## src/rtl/data_memory_pipe_if.sv

```systemverilog
// data_memory_pipe_if: data-bus bundle of the pipelined data memory (write port, read port,
// clear engine and parity test hook).
interface data_memory_pipe_if #(
    parameter int DATA_W = 16,
    parameter int ADDR_W = 8
);
    logic              wr;
    logic [ADDR_W-1:0] address_wr;
    logic [DATA_W-1:0] din;
    logic              rd;
    logic [ADDR_W-1:0] address_rd;
    logic [DATA_W-1:0] dout;
    logic              rd_valid;
    logic              clear_req;
    logic              busy;
    logic              par_inj;
    logic              par_err;
    modport master (
        output wr, address_wr, din, rd, address_rd, clear_req, par_inj,
        input  dout, rd_valid, busy, par_err
    );
    modport slave (
        input  wr, address_wr, din, rd, address_rd, clear_req, par_inj,
        output dout, rd_valid, busy, par_err
    );
endinterface

```

## src/rtl/data_memory_pipe.sv

```systemverilog
// data_memory_pipe: simple dual-port RAM with RD_LAT-cycle read pipeline, collision policy and
// zero-fill clear engine. Define PARITY_EN to store a parity bit per word and flag mismatches.
module data_memory_pipe #(
    parameter int DATA_W   = 16,
    parameter int ADDR_W   = 8,
    parameter int RD_LAT   = 1,
    parameter int WR_FIRST = 1
) (
    input logic              clk,
    input logic              areset_n,
    data_memory_pipe_if.slave bus
);
    localparam int DEPTH = 1 << ADDR_W;
`ifdef PARITY_EN
    localparam int MW = DATA_W + 1;
`else
    localparam int MW = DATA_W;
`endif

    generate
        if (RD_LAT < 1 || RD_LAT > 4) begin : g_lat_chk
            $error("data_memory_pipe: RD_LAT must be in 1..4");
        end
    endgenerate

    typedef enum logic {IDLE, CLEAR} state_t;

    state_t            r_state, w_state_nx;
    logic [ADDR_W-1:0] r_ptr, w_ptr_nx;
    logic              w_busy;
    logic [MW-1:0]     r_mem [DEPTH];
    logic [MW-1:0]     w_wword, w_wd, w_rword;
    logic [ADDR_W-1:0] w_wa;
    logic              w_we, w_acc, w_coll;
    logic [MW-1:0]     r_pd [RD_LAT];
    logic [RD_LAT-1:0] r_pv;
    logic [DATA_W-1:0] r_dout;
    logic              r_rd_valid;

    always_ff @(posedge clk or negedge areset_n) begin
        if (!areset_n) begin
            r_state <= IDLE;
            r_ptr   <= '0;
        end else begin
            r_state <= w_state_nx;
            r_ptr   <= w_ptr_nx;
        end
    end

    always_comb begin
        w_state_nx = r_state;
        w_ptr_nx   = r_ptr;
        w_busy     = (r_state == CLEAR);
        if (r_state == IDLE) begin
            if (bus.clear_req) begin
                w_state_nx = CLEAR;
                w_ptr_nx   = '0;
            end
        end else begin
            w_ptr_nx = r_ptr + 1'b1;
            if (&r_ptr) w_state_nx = IDLE;
        end
    end

`ifdef PARITY_EN
    assign w_wword = {^bus.din ^ bus.par_inj, bus.din};
`else
    logic w_unused_par_inj;
    assign w_unused_par_inj = bus.par_inj;
    assign w_wword          = bus.din;
`endif

    // The clear engine owns the write port while busy; an all-zero word has correct (even) parity.
    assign w_we = w_busy | bus.wr;
    assign w_wa = w_busy ? r_ptr : bus.address_wr;
    assign w_wd = w_busy ? '0 : w_wword;

    always_ff @(posedge clk) begin
        if (w_we) r_mem[w_wa] <= w_wd;
    end

    assign w_acc   = bus.rd & ~w_busy;
    assign w_coll  = (WR_FIRST != 0) && bus.wr && (bus.address_wr == bus.address_rd);
    assign w_rword = w_coll ? w_wword : r_mem[bus.address_rd];

    // Stage 0 captures the word at the read edge, so reads in flight survive a later clear.
    always_ff @(posedge clk or negedge areset_n) begin
        if (!areset_n) begin
            r_pv       <= '0;
            for (int i = 0; i < RD_LAT; i++) r_pd[i] <= '0;
            r_dout     <= '0;
            r_rd_valid <= 1'b0;
        end else begin
            r_pv[0] <= w_acc;
            r_pd[0] <= w_rword;
            for (int i = 1; i < RD_LAT; i++) begin
                r_pv[i] <= r_pv[i-1];
                r_pd[i] <= r_pd[i-1];
            end
            r_rd_valid <= r_pv[RD_LAT-1];
            if (r_pv[RD_LAT-1]) r_dout <= r_pd[RD_LAT-1][DATA_W-1:0];
        end
    end

    assign bus.dout     = r_dout;
    assign bus.rd_valid = r_rd_valid;
    assign bus.busy     = w_busy;

`ifdef PARITY_EN
    logic r_par_err;
    always_ff @(posedge clk or negedge areset_n) begin
        if (!areset_n) r_par_err <= 1'b0;
        else           r_par_err <= r_pv[RD_LAT-1] &&
                                    ((^r_pd[RD_LAT-1][DATA_W-1:0]) != r_pd[RD_LAT-1][DATA_W]);
    end
    assign bus.par_err = r_par_err;
`else
    assign bus.par_err = 1'b0;
`endif
endmodule

```

## src/flat_wrapper.sv

```systemverilog
// flat-port wrapper written by rule: the top's interface ports become plain ports
module data_memory_pipe_flat 
#(
    parameter int DATA_W   = 16,
    parameter int ADDR_W   = 8,
    parameter int RD_LAT   = 1,
    parameter int WR_FIRST = 1
)
  (clk, areset_n, bus_wr, bus_address_wr, bus_din, bus_rd, bus_address_rd, bus_clear_req, bus_par_inj, bus_dout, bus_rd_valid, bus_busy, bus_par_err);
  data_memory_pipe_if #(.DATA_W(DATA_W), .ADDR_W(ADDR_W)) bus_i ();
  input logic clk;
  input logic areset_n;
  input wire logic [$bits(bus_i.wr)-1:0] bus_wr;
  input wire logic [$bits(bus_i.address_wr)-1:0] bus_address_wr;
  input wire logic [$bits(bus_i.din)-1:0] bus_din;
  input wire logic [$bits(bus_i.rd)-1:0] bus_rd;
  input wire logic [$bits(bus_i.address_rd)-1:0] bus_address_rd;
  input wire logic [$bits(bus_i.clear_req)-1:0] bus_clear_req;
  input wire logic [$bits(bus_i.par_inj)-1:0] bus_par_inj;
  output wire logic [$bits(bus_i.dout)-1:0] bus_dout;
  output wire logic [$bits(bus_i.rd_valid)-1:0] bus_rd_valid;
  output wire logic [$bits(bus_i.busy)-1:0] bus_busy;
  output wire logic [$bits(bus_i.par_err)-1:0] bus_par_err;
  assign bus_i.wr = bus_wr;
  assign bus_i.address_wr = bus_address_wr;
  assign bus_i.din = bus_din;
  assign bus_i.rd = bus_rd;
  assign bus_i.address_rd = bus_address_rd;
  assign bus_i.clear_req = bus_clear_req;
  assign bus_i.par_inj = bus_par_inj;
  assign bus_dout = bus_i.dout;
  assign bus_rd_valid = bus_i.rd_valid;
  assign bus_busy = bus_i.busy;
  assign bus_par_err = bus_i.par_err;
  data_memory_pipe #(.DATA_W(DATA_W), .ADDR_W(ADDR_W), .RD_LAT(RD_LAT), .WR_FIRST(WR_FIRST)) u_core (.clk(clk), .areset_n(areset_n), .bus(bus_i));
endmodule
```

## config.mk

```make
export PLATFORM = sky130hd
export DESIGN_NAME = data_memory_pipe_flat
export DESIGN_NICKNAME = d
export VERILOG_FILES = /design/src/rtl/data_memory_pipe_if.sv /design/src/rtl/data_memory_pipe.sv /design/src/flat_wrapper.sv
export SDC_FILE = /design/constraint.sdc
export NUM_CORES = 2
export LEC_CHECK = 0
export ABC_AREA = 1
export CORE_UTILIZATION = 26
export DETAILED_ROUTE_END_ITERATION = 6
export DONT_BUFFER_PORTS = 1
export GPL_TIMING_DRIVEN = 1
export PLACE_DENSITY = 0.4
export SLEW_MARGIN = 30
export SYNTH_ARGS = -nofsm -noshare
export SYNTH_HDL_FRONTEND = slang
export SYNTH_SLANG_ARGS = --single-unit
```

## constraint.sdc

```tcl
create_clock -name clk -period 21.5 [get_ports clk]
set_clock_uncertainty 0.05 [all_clocks]
set_input_delay 1.075 -clock clk [delete_from_list [all_inputs] [get_ports clk]]
set_output_delay 1.075 -clock clk [all_outputs]
set_load 0.01 [all_outputs]
```

==> summary.txt <==
STA
  – Slew headroom: 28.4%
  – Final TNS setup: 0 ns
  – RSZ-0062 raised after global routing: false
  – Final setup violation count: 0
  – Fmax: 126 MHz
  – Worst Tran Pin Value: 1.07 ns
  – Fin crit share: 36.8%
  – Hold Vio Cnt, Final: 0
  – Max Slew Vio Count: 0
  – Final min period: 7.91 ns

Floorplan
  – Initial core utilization: 26.1%
  – Die height: 804 um
  – Die W: 804 um
  – Die Area: 646000 um2
  – CORE AREA: 640000 um2
  – Ports: 57
  – FP Rows: 294

Synthesis
  – Count leader, synth: nand2_1
  – Yosys cell types: 35
  – Post-synthesis sequential area ratio: 74.3%
  – Synth Flop Type: edfxtp_1
  – Post-synth ARST share: 1.04%
  – Yosys reg bits: 4139
  – Post-synthesis instance total: 13800
  – Share of the synthesized area in the top cell type: 73.6%
  – Post-synth top area cell: edfxtp_1
  – Ys Warns: 0
  – Post-synth top cells: nand2_1, edfxtp_1, nand3_1, buf_2, nor2_1
  – Avg Inst Size Synth: 12.1 um2
  – EDFF count, synth: 4096
  – Mapped Nets: 13800
  – Area contributors post-synth: edfxtp_1, nand3_1, nand2_1, buf_2, nor2_1
  – Mapped Area: 167000 um2

Layout
  – Net count reported at finish: 13800
  – Layout Area Growth over Synthesis: 14.8%
  – Design Area, Final: 192000 um2
  – Layout cells sized above 1: 8.33%

Worst setup path
  – Slowest stage cell, crit path: buf_4
  – Worst-path fanout max: 132
  – Crit path buffers/inverters: 11
  – Critical Path Max Stage Delay: 0.73 ns
  – Worst Path Class, Setup: primary input to flop
  – Worst path cell trace: buf_16 > buf_16 > buf_16 > buf_16 > buf_16 > buf_16 > inv_16 > buf_12 > buf_4 > buf_4 > buf_4 > nand2_1 > nand3_1 > nand3_1 > nand3_1 > nand3_1 > nand3_1 > nand3_1 > nand3_1 > nand3_1 > nand2_1
  – Required time worst endpoint: 22.40 ns
  – Critical Path Source Type: primary input
  – Critical Path AT: 8.81 ns
  – CP delay by family, top: buffers and inverters
  – Most common cell on crit path: nand3_1
  – Worst setup EP type: flop

Clock tree
  – Maximum clock path buffer count: 4
  – TritonCTS clock tree: done
  – Htree depth: 5
  – Clk sink count: 4139
  – Total CTS buffers: 466
  – Worst skew pair latency: 1.02 ns
  – Root buffer cell: clkbuf_16
  – Post-CTS sizing: 0
  – Clk pin slew, worst setup/hold paths: 0.06 ns

Global routing
  – Tot GR Track Use: 16.6%
  – Remaining Overflow, GRT: 0
  – Initial antenna violation count: 34
  – Number of global-route vias before repair: 100000
  – First-pass GRT wire length: 783000 um
  – Largest net degree at the start of global routing: 258

Detailed routing
  – Wire length per cell: 24.4 um
  – Post-route ant nets: 0
  – Drt first-iter violations: 9771
  – Residual DRC count: 16
  – Router iterations before antenna repair: 7
  – DR vias/cell: 4.66
  – Via count: 106000
  – Final wirelength: 555000 um

Placed design
  – PortBufs: 0
  – Post-detail-place hpwl: 294000 um
  – Placed Area: 178000 um2
  – Gpl congestion: 0.788

Worst hold path
  – Min-delay worst type: primary input to flop

Power and ir drop
  – Static leakage: 0.0662 uW
  – VDD IR max: 0.0676 mV
  – Power Density: 95.4 nW/um2

Outcome
  – Outcome: finished with violations
  – Failing checks: DRC

Run
  – Maxcap violations: 0
-- where the power goes --
part / total (uW) / switching [uW] / internal (uW)
registers: 9140 / 61.3 / 9080
logic: 1640 / 1320 / 327
clock network: 7530 / 3300 / 4220
-- metrics by stage --
| stage | instances | setup slack [ns] | hold slack (ns) | utilization, % | total power (uW) |
|---|---|---|---|---|---|
| after floorplan | 13800 | 12.99 | 0.302 | - | 10200 |
| after global placement | 21800 | 12.34 | 0.312 | 27.6 | 10900 |
| after detailed placement | 21900 | 12.82 | 0.321 | 27.7 | 11000 |
| after CTS | 22700 | 13.96 | 0.0108 | 29.9 | 18500 |
| after global routing | 22700 | 13.55 | 0.0721 | 29.9 | 18900 |
| final | 22700 | 13.59 | 0.115 | 30.0 | 18300 |
-- routing by layer --
| metal | up-vias | wire [um] | global-route usage (%) |
|---|---|---|---|
| met5 | - | 55 | 0 |
| met4 | 8 | 15000 | 4.31 |
| met3 | 703 | 31500 | 2.56 |
| li1 | 49300 | - | - |
| met1 | 53400 | 257000 | 23.9 |
| met2 | 2595 | 251000 | 25.9 |
-- worst reg2reg max path: cells and delay by family, from the launching register on --
family                 cells  cell delay (ns)
buffers and inverters      4             2.66
DFF                        1             0.67
and+or+nand+nor            1             0.67
-- final timing paths --
check | start | end | slack (ns) | cells past startpoint
min | bus_din[8] | u_core.r_pd[8]$_DFF_PN0_ | 0.11 | 2
max reg2reg | u_core.bus.busy$_DFF_PN0_ | u_core.r_mem[148][0]$_DFFE_PP_ | 17.07 | 5
max | bus_address_rd[0] | u_core.r_pd[12]$_DFF_PN0_ | 13.59 | 21
min reg2reg | u_core.r_pv$_DFF_PN0_ | u_core.bus.rd_valid$_DFF_PN0_ | 0.34 | 0
min in group asynchronous | areset_n | u_core.r_pd[2]$_DFF_PN0_ | 0.54 | 2
max in group asynchronous | areset_n | u_core.bus.busy$_DFF_PN0_ | 20.48 | 2
-- logic make-up (layout without fill, tap and decap cells) --
group	after synthesis	after routing	synth area share, %
AOI/OAI and AO/OA	25	25	0.0899
xor gates and xnor gates	2	2	0.0105
adders and majority gates	1	1	0.00749
buffers and inverters	1026	1358	3.15
DFF	4139	4139	74.3
muxes	17	17	0.114
other	1	28	0.00224
and+or+nand+nor	8593	8593	22.4
-- layout make-up --
type / instances / area, um2
inverters: 80 / 363
well taps: 8584 / 10700
diodes: 27 / 67.6
flip-flops and latches: 4139 / 124000
clock buffers: 607 / 12400
repair buffers: 431 / 4270
clock inverters: 240 / 1650
multi-input cells: 8639 / 38300
fillers: 65100 / 449000
-- sequential cells by signal (all words and copies together), names as in the netlist --
signal and cells:
u_core.r_mem 4096, u_core.r_pv 1, u_core.bus.dout 16, u_core.r_ptr 8, u_core.bus.busy 1, u_core.bus.rd_valid 1
u_core.r_pd 16
-- repair_timing --
action	CTS	global route
hold buffers	2	0
buffers inserted	0	0
endpoints found under the hold margin	43	0
-- cells in the final DEF (no fill, tap or decap), types with 17 or more instances in the layout --
master / count
nor2_2: 58
clkbuf_1: 126
buf_4: 372
nor2_4: 42
diode_2: 27
nand3_1: 4069
nor2_1: 211
inv_1: 71
dfrtp_1: 42
edfxtp_1: 4096
buf_16: 41
nand2_1: 4187
clkinv_1: 123
clkbuf_16: 474
clkinv_2: 77
nand2_2: 20
buf_12: 17
Power figures use the tool's default switching activity.
